--- src/rtl/mem_arb_pkg.sv ---
// Shared types and constants for the two-port data-memory arbiter.
package mem_arb_pkg;

    typedef enum logic [1:0] {
        IDLE  = 2'd0,
        RUN   = 2'd1,
        DRAIN = 2'd2
    } arb_state_t;

    localparam logic PORT_CORE = 1'b0;
    localparam logic PORT_DMA  = 1'b1;

    // Saturating 4-bit increment; the starvation counter never exceeds lim.
    function automatic logic [3:0] sat_inc(input logic [3:0] v, input logic [3:0] lim);
        return (v >= lim) ? v : v + 4'd1;
    endfunction

endpackage

--- src/rtl/mem_arbiter_if.sv ---
// Requester-side bus of one arbiter port: request/command toward memory, grant and read return back.
interface mem_arbiter_if #(
    parameter int unsigned ADDR_W = 32,
    parameter int unsigned DATA_W = 32
);
    logic              req;
    logic              we;
    logic [ADDR_W-1:0] addr;
    logic [DATA_W-1:0] wdata;
    logic              gnt;
    logic              rvalid;
    logic [DATA_W-1:0] rdata;

    modport master (
        output req, we, addr, wdata,
        input  gnt, rvalid, rdata
    );

    modport slave (
        input  req, we, addr, wdata,
        output gnt, rvalid, rdata
    );
endinterface

--- src/rtl/arb_grant.sv ---
// Core-first grant with a starvation counter that forces one DMA slot after STARVE_MAX denials.
module arb_grant
    import mem_arb_pkg::*;
#(
    parameter int unsigned STARVE_MAX = 4
) (
    input  logic clk,
    input  logic reset,
    input  logic run,
    input  logic core_req,
    input  logic dma_req,
    output logic core_gnt,
    output logic dma_gnt
);

    localparam logic [3:0] STARVE_LIM = 4'(STARVE_MAX);

    logic [3:0] starve_cnt_reg;

    always_comb begin
        dma_gnt  = run & dma_req & (~core_req | (starve_cnt_reg == STARVE_LIM));
        core_gnt = run & core_req & ~dma_gnt;
    end

    always_ff @(posedge clk or negedge reset) begin
        if (!reset) begin
            starve_cnt_reg <= '0;
        end else if (!dma_req || dma_gnt) begin
            starve_cnt_reg <= '0;
        end else if (run) begin
            starve_cnt_reg <= sat_inc(starve_cnt_reg, STARVE_LIM);
        end
    end

endmodule

--- src/rtl/mem_arbiter.sv ---
// Arbitrates a core port and a DMA port onto one synchronous-read data memory,
// with an IDLE/RUN/DRAIN run controller and single-entry read-return tracking.
module mem_arbiter
    import mem_arb_pkg::*;
#(
    parameter int unsigned ADDR_W     = 32,
    parameter int unsigned DATA_W     = 32,
    parameter int unsigned STARVE_MAX = 4
) (
    input  logic              clk,
    input  logic              reset,
    input  logic              start,
    mem_arbiter_if.slave      core,
    mem_arbiter_if.slave      dma,
    output logic              mem_we,
    output logic [ADDR_W-1:0] mem_addr,
    output logic [DATA_W-1:0] mem_wdata,
    input  logic [DATA_W-1:0] mem_rdata,
    output logic              busy
);

    arb_state_t        state_reg;
    logic              pending_reg;
    logic              owner_reg;
    logic [ADDR_W-1:0] addr_reg;
    logic [DATA_W-1:0] wdata_reg;

    logic              run;
    logic              core_gnt;
    logic              dma_gnt;
    logic              any_gnt;
    logic              sel_we;
    logic [ADDR_W-1:0] sel_addr;
    logic [DATA_W-1:0] sel_wdata;
    logic              pending_next;
    logic              core_rvalid;
    logic              dma_rvalid;

    assign run = (state_reg == RUN);

    arb_grant #(
        .STARVE_MAX(STARVE_MAX)
    ) u_grant (
        .clk      (clk),
        .reset    (reset),
        .run      (run),
        .core_req (core.req),
        .dma_req  (dma.req),
        .core_gnt (core_gnt),
        .dma_gnt  (dma_gnt)
    );

    always_comb begin
        any_gnt      = core_gnt | dma_gnt;
        sel_we       = dma_gnt ? dma.we    : core.we;
        sel_addr     = dma_gnt ? dma.addr  : core.addr;
        sel_wdata    = dma_gnt ? dma.wdata : core.wdata;
        mem_we       = any_gnt & sel_we;
        // Without a grant the memory bus parks on the last issued command.
        mem_addr     = any_gnt ? sel_addr  : addr_reg;
        mem_wdata    = any_gnt ? sel_wdata : wdata_reg;
        pending_next = any_gnt & ~sel_we;
    end

    always_ff @(posedge clk or negedge reset) begin
        if (!reset) begin
            state_reg   <= IDLE;
            pending_reg <= 1'b0;
            owner_reg   <= PORT_CORE;
            addr_reg    <= '0;
            wdata_reg   <= '0;
        end else begin
            pending_reg <= pending_next;
            if (any_gnt) begin
                owner_reg <= dma_gnt ? PORT_DMA : PORT_CORE;
                addr_reg  <= sel_addr;
                wdata_reg <= sel_wdata;
            end
            case (state_reg)
                IDLE:    if (start) state_reg <= RUN;
                RUN:     if (!start) state_reg <= DRAIN;
                // The read issued on the last RUN cycle returns during DRAIN itself.
                DRAIN:   if (!pending_next) state_reg <= start ? RUN : IDLE;
                default: state_reg <= IDLE;
            endcase
        end
    end

    assign core_rvalid = pending_reg & (owner_reg == PORT_CORE);
    assign dma_rvalid  = pending_reg & (owner_reg == PORT_DMA);

    assign core.gnt    = core_gnt;
    assign dma.gnt     = dma_gnt;
    assign core.rvalid = core_rvalid;
    assign dma.rvalid  = dma_rvalid;
    assign core.rdata  = core_rvalid ? mem_rdata : '0;
    assign dma.rdata   = dma_rvalid  ? mem_rdata : '0;
    assign busy        = (state_reg != IDLE);

endmodule

--- src/flat_wrapper.sv ---
// flat-port wrapper written by rule: the top's interface ports become plain ports
module mem_arbiter_flat import mem_arb_pkg::*;
#(
    parameter int unsigned ADDR_W     = 32,
    parameter int unsigned DATA_W     = 32,
    parameter int unsigned STARVE_MAX = 4
)
  (clk, reset, start, mem_we, mem_addr, mem_wdata, mem_rdata, busy, core_req, core_we, core_addr, core_wdata, core_gnt, core_rvalid, core_rdata, dma_req, dma_we, dma_addr, dma_wdata, dma_gnt, dma_rvalid, dma_rdata);
  mem_arbiter_if #(.ADDR_W(ADDR_W), .DATA_W(DATA_W)) core_i ();
  mem_arbiter_if #(.ADDR_W(ADDR_W), .DATA_W(DATA_W)) dma_i ();
  input  logic clk;
  input  logic reset;
  input  logic start;
  output logic mem_we;
  output logic [ADDR_W-1:0] mem_addr;
  output logic [DATA_W-1:0] mem_wdata;
  input  logic [DATA_W-1:0] mem_rdata;
  output logic busy;
  input wire logic [$bits(core_i.req)-1:0] core_req;
  input wire logic [$bits(core_i.we)-1:0] core_we;
  input wire logic [$bits(core_i.addr)-1:0] core_addr;
  input wire logic [$bits(core_i.wdata)-1:0] core_wdata;
  output wire logic [$bits(core_i.gnt)-1:0] core_gnt;
  output wire logic [$bits(core_i.rvalid)-1:0] core_rvalid;
  output wire logic [$bits(core_i.rdata)-1:0] core_rdata;
  input wire logic [$bits(dma_i.req)-1:0] dma_req;
  input wire logic [$bits(dma_i.we)-1:0] dma_we;
  input wire logic [$bits(dma_i.addr)-1:0] dma_addr;
  input wire logic [$bits(dma_i.wdata)-1:0] dma_wdata;
  output wire logic [$bits(dma_i.gnt)-1:0] dma_gnt;
  output wire logic [$bits(dma_i.rvalid)-1:0] dma_rvalid;
  output wire logic [$bits(dma_i.rdata)-1:0] dma_rdata;
  assign core_i.req = core_req;
  assign core_i.we = core_we;
  assign core_i.addr = core_addr;
  assign core_i.wdata = core_wdata;
  assign core_gnt = core_i.gnt;
  assign core_rvalid = core_i.rvalid;
  assign core_rdata = core_i.rdata;
  assign dma_i.req = dma_req;
  assign dma_i.we = dma_we;
  assign dma_i.addr = dma_addr;
  assign dma_i.wdata = dma_wdata;
  assign dma_gnt = dma_i.gnt;
  assign dma_rvalid = dma_i.rvalid;
  assign dma_rdata = dma_i.rdata;
  mem_arbiter #(.ADDR_W(ADDR_W), .DATA_W(DATA_W), .STARVE_MAX(STARVE_MAX)) u_core (.clk(clk), .reset(reset), .start(start), .core(core_i), .dma(dma_i), .mem_we(mem_we), .mem_addr(mem_addr), .mem_wdata(mem_wdata), .mem_rdata(mem_rdata), .busy(busy));
endmodule
--- config.mk ---
export PLATFORM = sky130hd
export DESIGN_NAME = mem_arbiter_flat
export DESIGN_NICKNAME = d
export VERILOG_FILES = /design/src/rtl/mem_arb_pkg.sv /design/src/rtl/mem_arbiter_if.sv /design/src/rtl/arb_grant.sv /design/src/rtl/mem_arbiter.sv /design/src/flat_wrapper.sv
export SDC_FILE = /design/constraint.sdc
export NUM_CORES = 1
export LEC_CHECK = 0
export ABC_CLOCK_PERIOD_IN_PS = 2380
export BUFFER_PORTS_ARGS = -buffer_cell sky130_fd_sc_hd__buf_2
export CORE_AREA = 4 4 114 116
export CTS_CLUSTER_SIZE = 40
export DETAILED_ROUTE_END_ITERATION = 8
export DIE_AREA = 0 0 118 120
export PLACE_DENSITY_LB_ADDON = 0.2
export SLEW_MARGIN = 20
export SYNTH_ARGS = -nofsm -noshare
export SYNTH_HDL_FRONTEND = slang
export SYNTH_HIERARCHICAL = 1
export SYNTH_SLANG_ARGS = --single-unit
--- constraint.sdc ---
create_clock -name clk -period 2.38 [get_ports clk]
set_input_delay 0.238 -clock clk [delete_from_list [all_inputs] [get_ports clk]]
set_output_delay 0.238 -clock clk [all_outputs]
set_load 0.05 [all_outputs]
==> metrics.txt <==
# TYPE chip_impl_metric gauge
chip_impl_metric{name="syn-cell-area",unit="sq um"} 3850
chip_impl_metric{name="dp_worst_setup_slack",unit="ns"} 0.152
chip_impl_metric{name="postSynthCellCount",unit=""} 396
chip_impl_info{name="layout_common_cells",value="sky130_fd_sc_hd__buf_2 (233), sky130_fd_sc_hd__dfrtp_1 (72), sky130_fd_sc_hd__nand2_1 (61)"} 1
chip_impl_info{name="criticalPathCategory",value="reg2out"} 1
chip_impl_info{name="min-delay-path-class",value="in2async"} 1
chip_impl_metric{name="largest_net_degree_at_the_start_of_global_routing",unit=""} 73
chip_impl_metric{name="clock_sink_count",unit=""} 72
chip_impl_metric{name="critPathMaxFanout",unit=""} 17
chip_impl_metric{name="core_area",unit="sq um"} 11900
chip_impl_metric{name="pin_slew_with_the_least_headroom_to_its_limit",unit="ns"} 0.963
chip_impl_metric{name="cts-buffers-inserted",unit=""} 9
chip_impl_metric{name="syn_avg_cell_area",unit="sq um"} 9.73
chip_impl_info{name="timing.critical_path.to_type",value="output pin"} 1
chip_impl_metric{name="path_clk_slew",unit="ns"} 0.06
chip_impl_metric{name="dieWidth",unit="um"} 118
chip_impl_metric{name="pwr_density_cell",unit="nW/um^2"} 807
chip_impl_metric{name="worstPathArrival",unit="ns"} 2.20
chip_impl_metric{name="critical_path_buf_inv_count",unit=""} 4
chip_impl_metric{name="leakage",unit="uW"} 0.00388
chip_impl_metric{name="final.period_utilization",unit=""} 1.03
chip_impl_info{name="layout_commonest_cell",value="sky130_fd_sc_hd__buf_2"} 1
chip_impl_metric{name="area_growth",unit="%"} 110
chip_impl_metric{name="post_synth_fa_ha_maj_area_fraction",unit=""} 0.00650
chip_impl_metric{name="std_cell_rows",unit=""} 40
chip_impl_metric{name="routabilityCongestion",unit=""} 0.791
chip_impl_metric{name="post-route-min-period",unit="ns"} 2.44
chip_impl_metric{name="dieHeight",unit="um"} 120
chip_impl_info{name="path_common_cell",value="sky130_fd_sc_hd__buf_6"} 1
chip_impl_metric{name="max-cap-violations",unit=""} 0
chip_impl_metric{name="yosys.cell_types.count",unit=""} 30
chip_impl_info{name="cts_tree",value="done"} 1
chip_impl_metric{name="postSynthRegisterBits",unit=""} 72
chip_impl_metric{name="synth_compound_gate_area_share",unit=""} 0.103
chip_impl_metric{name="hold_buffers",unit=""} 0
chip_impl_metric{name="dp.cells",unit=""} 826
chip_impl_metric{name="port_buffers",unit=""} 300
chip_impl_metric{name="worst_skew_pair.late_latency",unit="ns"} 0.34
chip_impl_metric{name="syn-num-nets",unit=""} 565
chip_impl_info{name="critical-path-slowest-cell",value="sky130_fd_sc_hd__dfrtp_1"} 1
chip_impl_info{name="dominant_combinational_cell_family_by_area_after_synthesis",value="simple AND/OR/NAND/NOR gates"} 1
chip_impl_metric{name="die_area",unit="sq um"} 14200
chip_impl_metric{name="hpwl_detailed",unit="um"} 11100
chip_impl_info{name="timing.critical_path.cells",value="inv_2, ha_4, nand3b_1, a21oi_4, nor2_4, buf_6, buf_16, mux2i_4, o21ai_4, buf_6"} 1
chip_impl_metric{name="antenna_found_initial",unit=""} 1
chip_impl_metric{name="max-vdd-ir-drop",unit="V"} 0.000651
chip_impl_info{name="critPathLaunchType",value="flop"} 1
chip_impl_metric{name="worst_path_largest_cell_delay",unit="ns"} 0.39
chip_impl_metric{name="synthSimpleGateAreaFrac",unit=""} 0.203
chip_impl_metric{name="timing.critical_path.required",unit="ns"} 2.14
chip_impl_metric{name="final_cells",unit=""} 882
chip_impl_metric{name="wl_per_cell",unit="um"} 19.6
chip_impl_metric{name="postRouteAntennaNets",unit=""} 0
chip_impl_info{name="outcome",value="complete, but fails checks"} 1
chip_impl_metric{name="setup_tns",unit="ns"} -1.31
chip_impl_metric{name="first_global_vias",unit=""} 4737
chip_impl_metric{name="routed_via_density",unit=""} 4.93
chip_impl_metric{name="nNetsFinal",unit=""} 899
chip_impl_metric{name="max_slew_margin",unit=""} 0.358
chip_impl_metric{name="timing.final.hold_violations",unit=""} 0
chip_impl_metric{name="yosys-mux-area-fraction",unit=""} 0.166
chip_impl_metric{name="clock_path_buffers",unit=""} 2
chip_impl_metric{name="floorplan.initialDensity",unit=""} 0.323
chip_impl_metric{name="cts_max_level",unit=""} 3
chip_impl_metric{name="globalRouteTotalUtil",unit=""} 0.235
chip_impl_info{name="failing_checks",value="negative setup slack"} 1
chip_impl_metric{name="synthesis.yosys.warnings",unit=""} 6
chip_impl_metric{name="final_critical_path_setup_slack",unit="ns"} -0.0606
chip_impl_metric{name="routed_wl",unit="um"} 17300
chip_impl_metric{name="pin_count",unit=""} 301
chip_impl_metric{name="fill_cells",unit=""} 863
chip_impl_metric{name="dr.first_iter.drc_count",unit=""} 205
chip_impl_metric{name="synth-xor-area-share",unit=""} 0
chip_impl_metric{name="worst_clock_skew",unit="ns"} 0.00812
chip_impl_metric{name="report.final.slew_viol_count",unit=""} 0
chip_impl_metric{name="grt-ovfl-total",unit=""} 0
chip_impl_info{name="root_buffer",value="sky130_fd_sc_hd__clkbuf_16"} 1
chip_impl_info{name="crit_family",value="buffers and inverters"} 1
chip_impl_metric{name="achievable-frequency",unit="GHz"} 0.410
chip_impl_metric{name="drive_gt1_frac",unit=""} 0.681
chip_impl_metric{name="seq_area_frac_synth",unit=""} 0.468
chip_impl_info{name="grt_setup_unrepaired",value="yes"} 1
chip_impl_metric{name="fin_util",unit=""} 0.679
chip_impl_metric{name="timing.final.setup_violations",unit=""} 46
chip_impl_metric{name="grt_pass1_wl",unit="um"} 26100
chip_impl_metric{name="dr_total_vias",unit=""} 4348
chip_impl_metric{name="detailedRoute.firstPassIterationCount",unit=""} 4
chip_impl_metric{name="drc",unit=""} 0
[routing by layer]
metal / global-route usage / vias to the layer above / wire length, um
met5: 0 / - / 0
met4: 0.0930 / 0 / 472
met3: 0.0872 / 29 / 1470
met2: 0.414 / 214 / 9080
met1: 0.257 / 2073 / 6230
li1: - / 2032 / -
[stage by stage]
step	power, uW	hold WS, ns	area [sq um]
6_report	6530	0.0454	8090
5_1_grt	6790	0.121	8090
4_1_cts	6400	0.0799	7850
3_5_place_dp	4190	0.451	6290
3_3_place_gp	4160	0.449	6290
2_1_floorplan	3560	-0.0576	4580
[synth_stat cells, drive strengths merged]
cell	instances	area share
a21bo	1	0.0026
nand2	68	0.067
inv	5	0.0049
and3	33	0.054
a21oi	2	0.0026
dlygate4sd1	2	0.0045
o2111ai	1	0.0023
o21ai	65	0.084
o211ai	1	0.0020
buf	23	0.039
nor4b	1	0.0062
ha	2	0.0065
nand2b	2	0.0032
a21o	1	0.0020
o2bb2ai	2	0.0045
or3	1	0.0016
nand3b	1	0.0020
and2	33	0.054
nor2b	5	0.0081
a22o	1	0.0023
clkbuf	6	0.0058
nor3b	1	0.0032
dfrtp	72	0.47
or2	2	0.0032
nor2	1	0.00097
mux2i	64	0.17
[path summary, 6_finish.rpt]
| check | startpoint | endpoint | slack, ns | cells past startpoint |
|---|---|---|---|---|
| max | u_core/u_grant/starve_cnt_reg[0] | mem_addr[3] | -0.06 | 10 |
| min in group clk | start | u_core/state_reg[0] | 0.14 | 3 |
| max in group asynchronous | reset | u_core/addr_reg[24] | 1.71 | 1 |
| min reg2reg | u_core/state_reg[1] | u_core/state_reg[0] | 0.54 | 1 |
| min | reset | u_core/wdata_reg[27] | 0.05 | 1 |
| max reg2reg | u_core/u_grant/starve_cnt_reg[0] | u_core/state_reg[0] | 0.10 | 12 |
[report_power, final]
group	switching, uW	internal [uW]
Combinational	2020	1380
Sequential	141	1500
Clock	538	947
Total	2700	3830
[logic make-up after synthesis]
family | count (synthesis)
multiplexers | 64
flip-flops | 72
AND/OR/NAND/NOR | 148
AO/OA/AOI/OAI | 74
buffers and inverters | 36
adder cells (fa/ha/maj) | 2
[final cells by class]
class,instances,area (sq um),area share
timing repair buffer,354,2880,0.356
multi-input combinational,288,2880,0.356
sequential,72,1800,0.223
clock buffer,11,243,0.0300
tap,147,184,0.0227
clock inverter,4,77.6,0.00959
inverter,5,18.8,0.00232
antenna,1,2.50,0.000309
[timing repair]
action | 4_1_cts | 5_1_grt
resized for setup | 208 | 36
setup buffers | 25 | 3
pin swaps | 5 | 6
setup endpoints to repair | 65 | 66
endpoints found under the hold margin | 0 | 0
cloned | 11 | 3
Note: power is estimated with default switching activity, not from simulation.
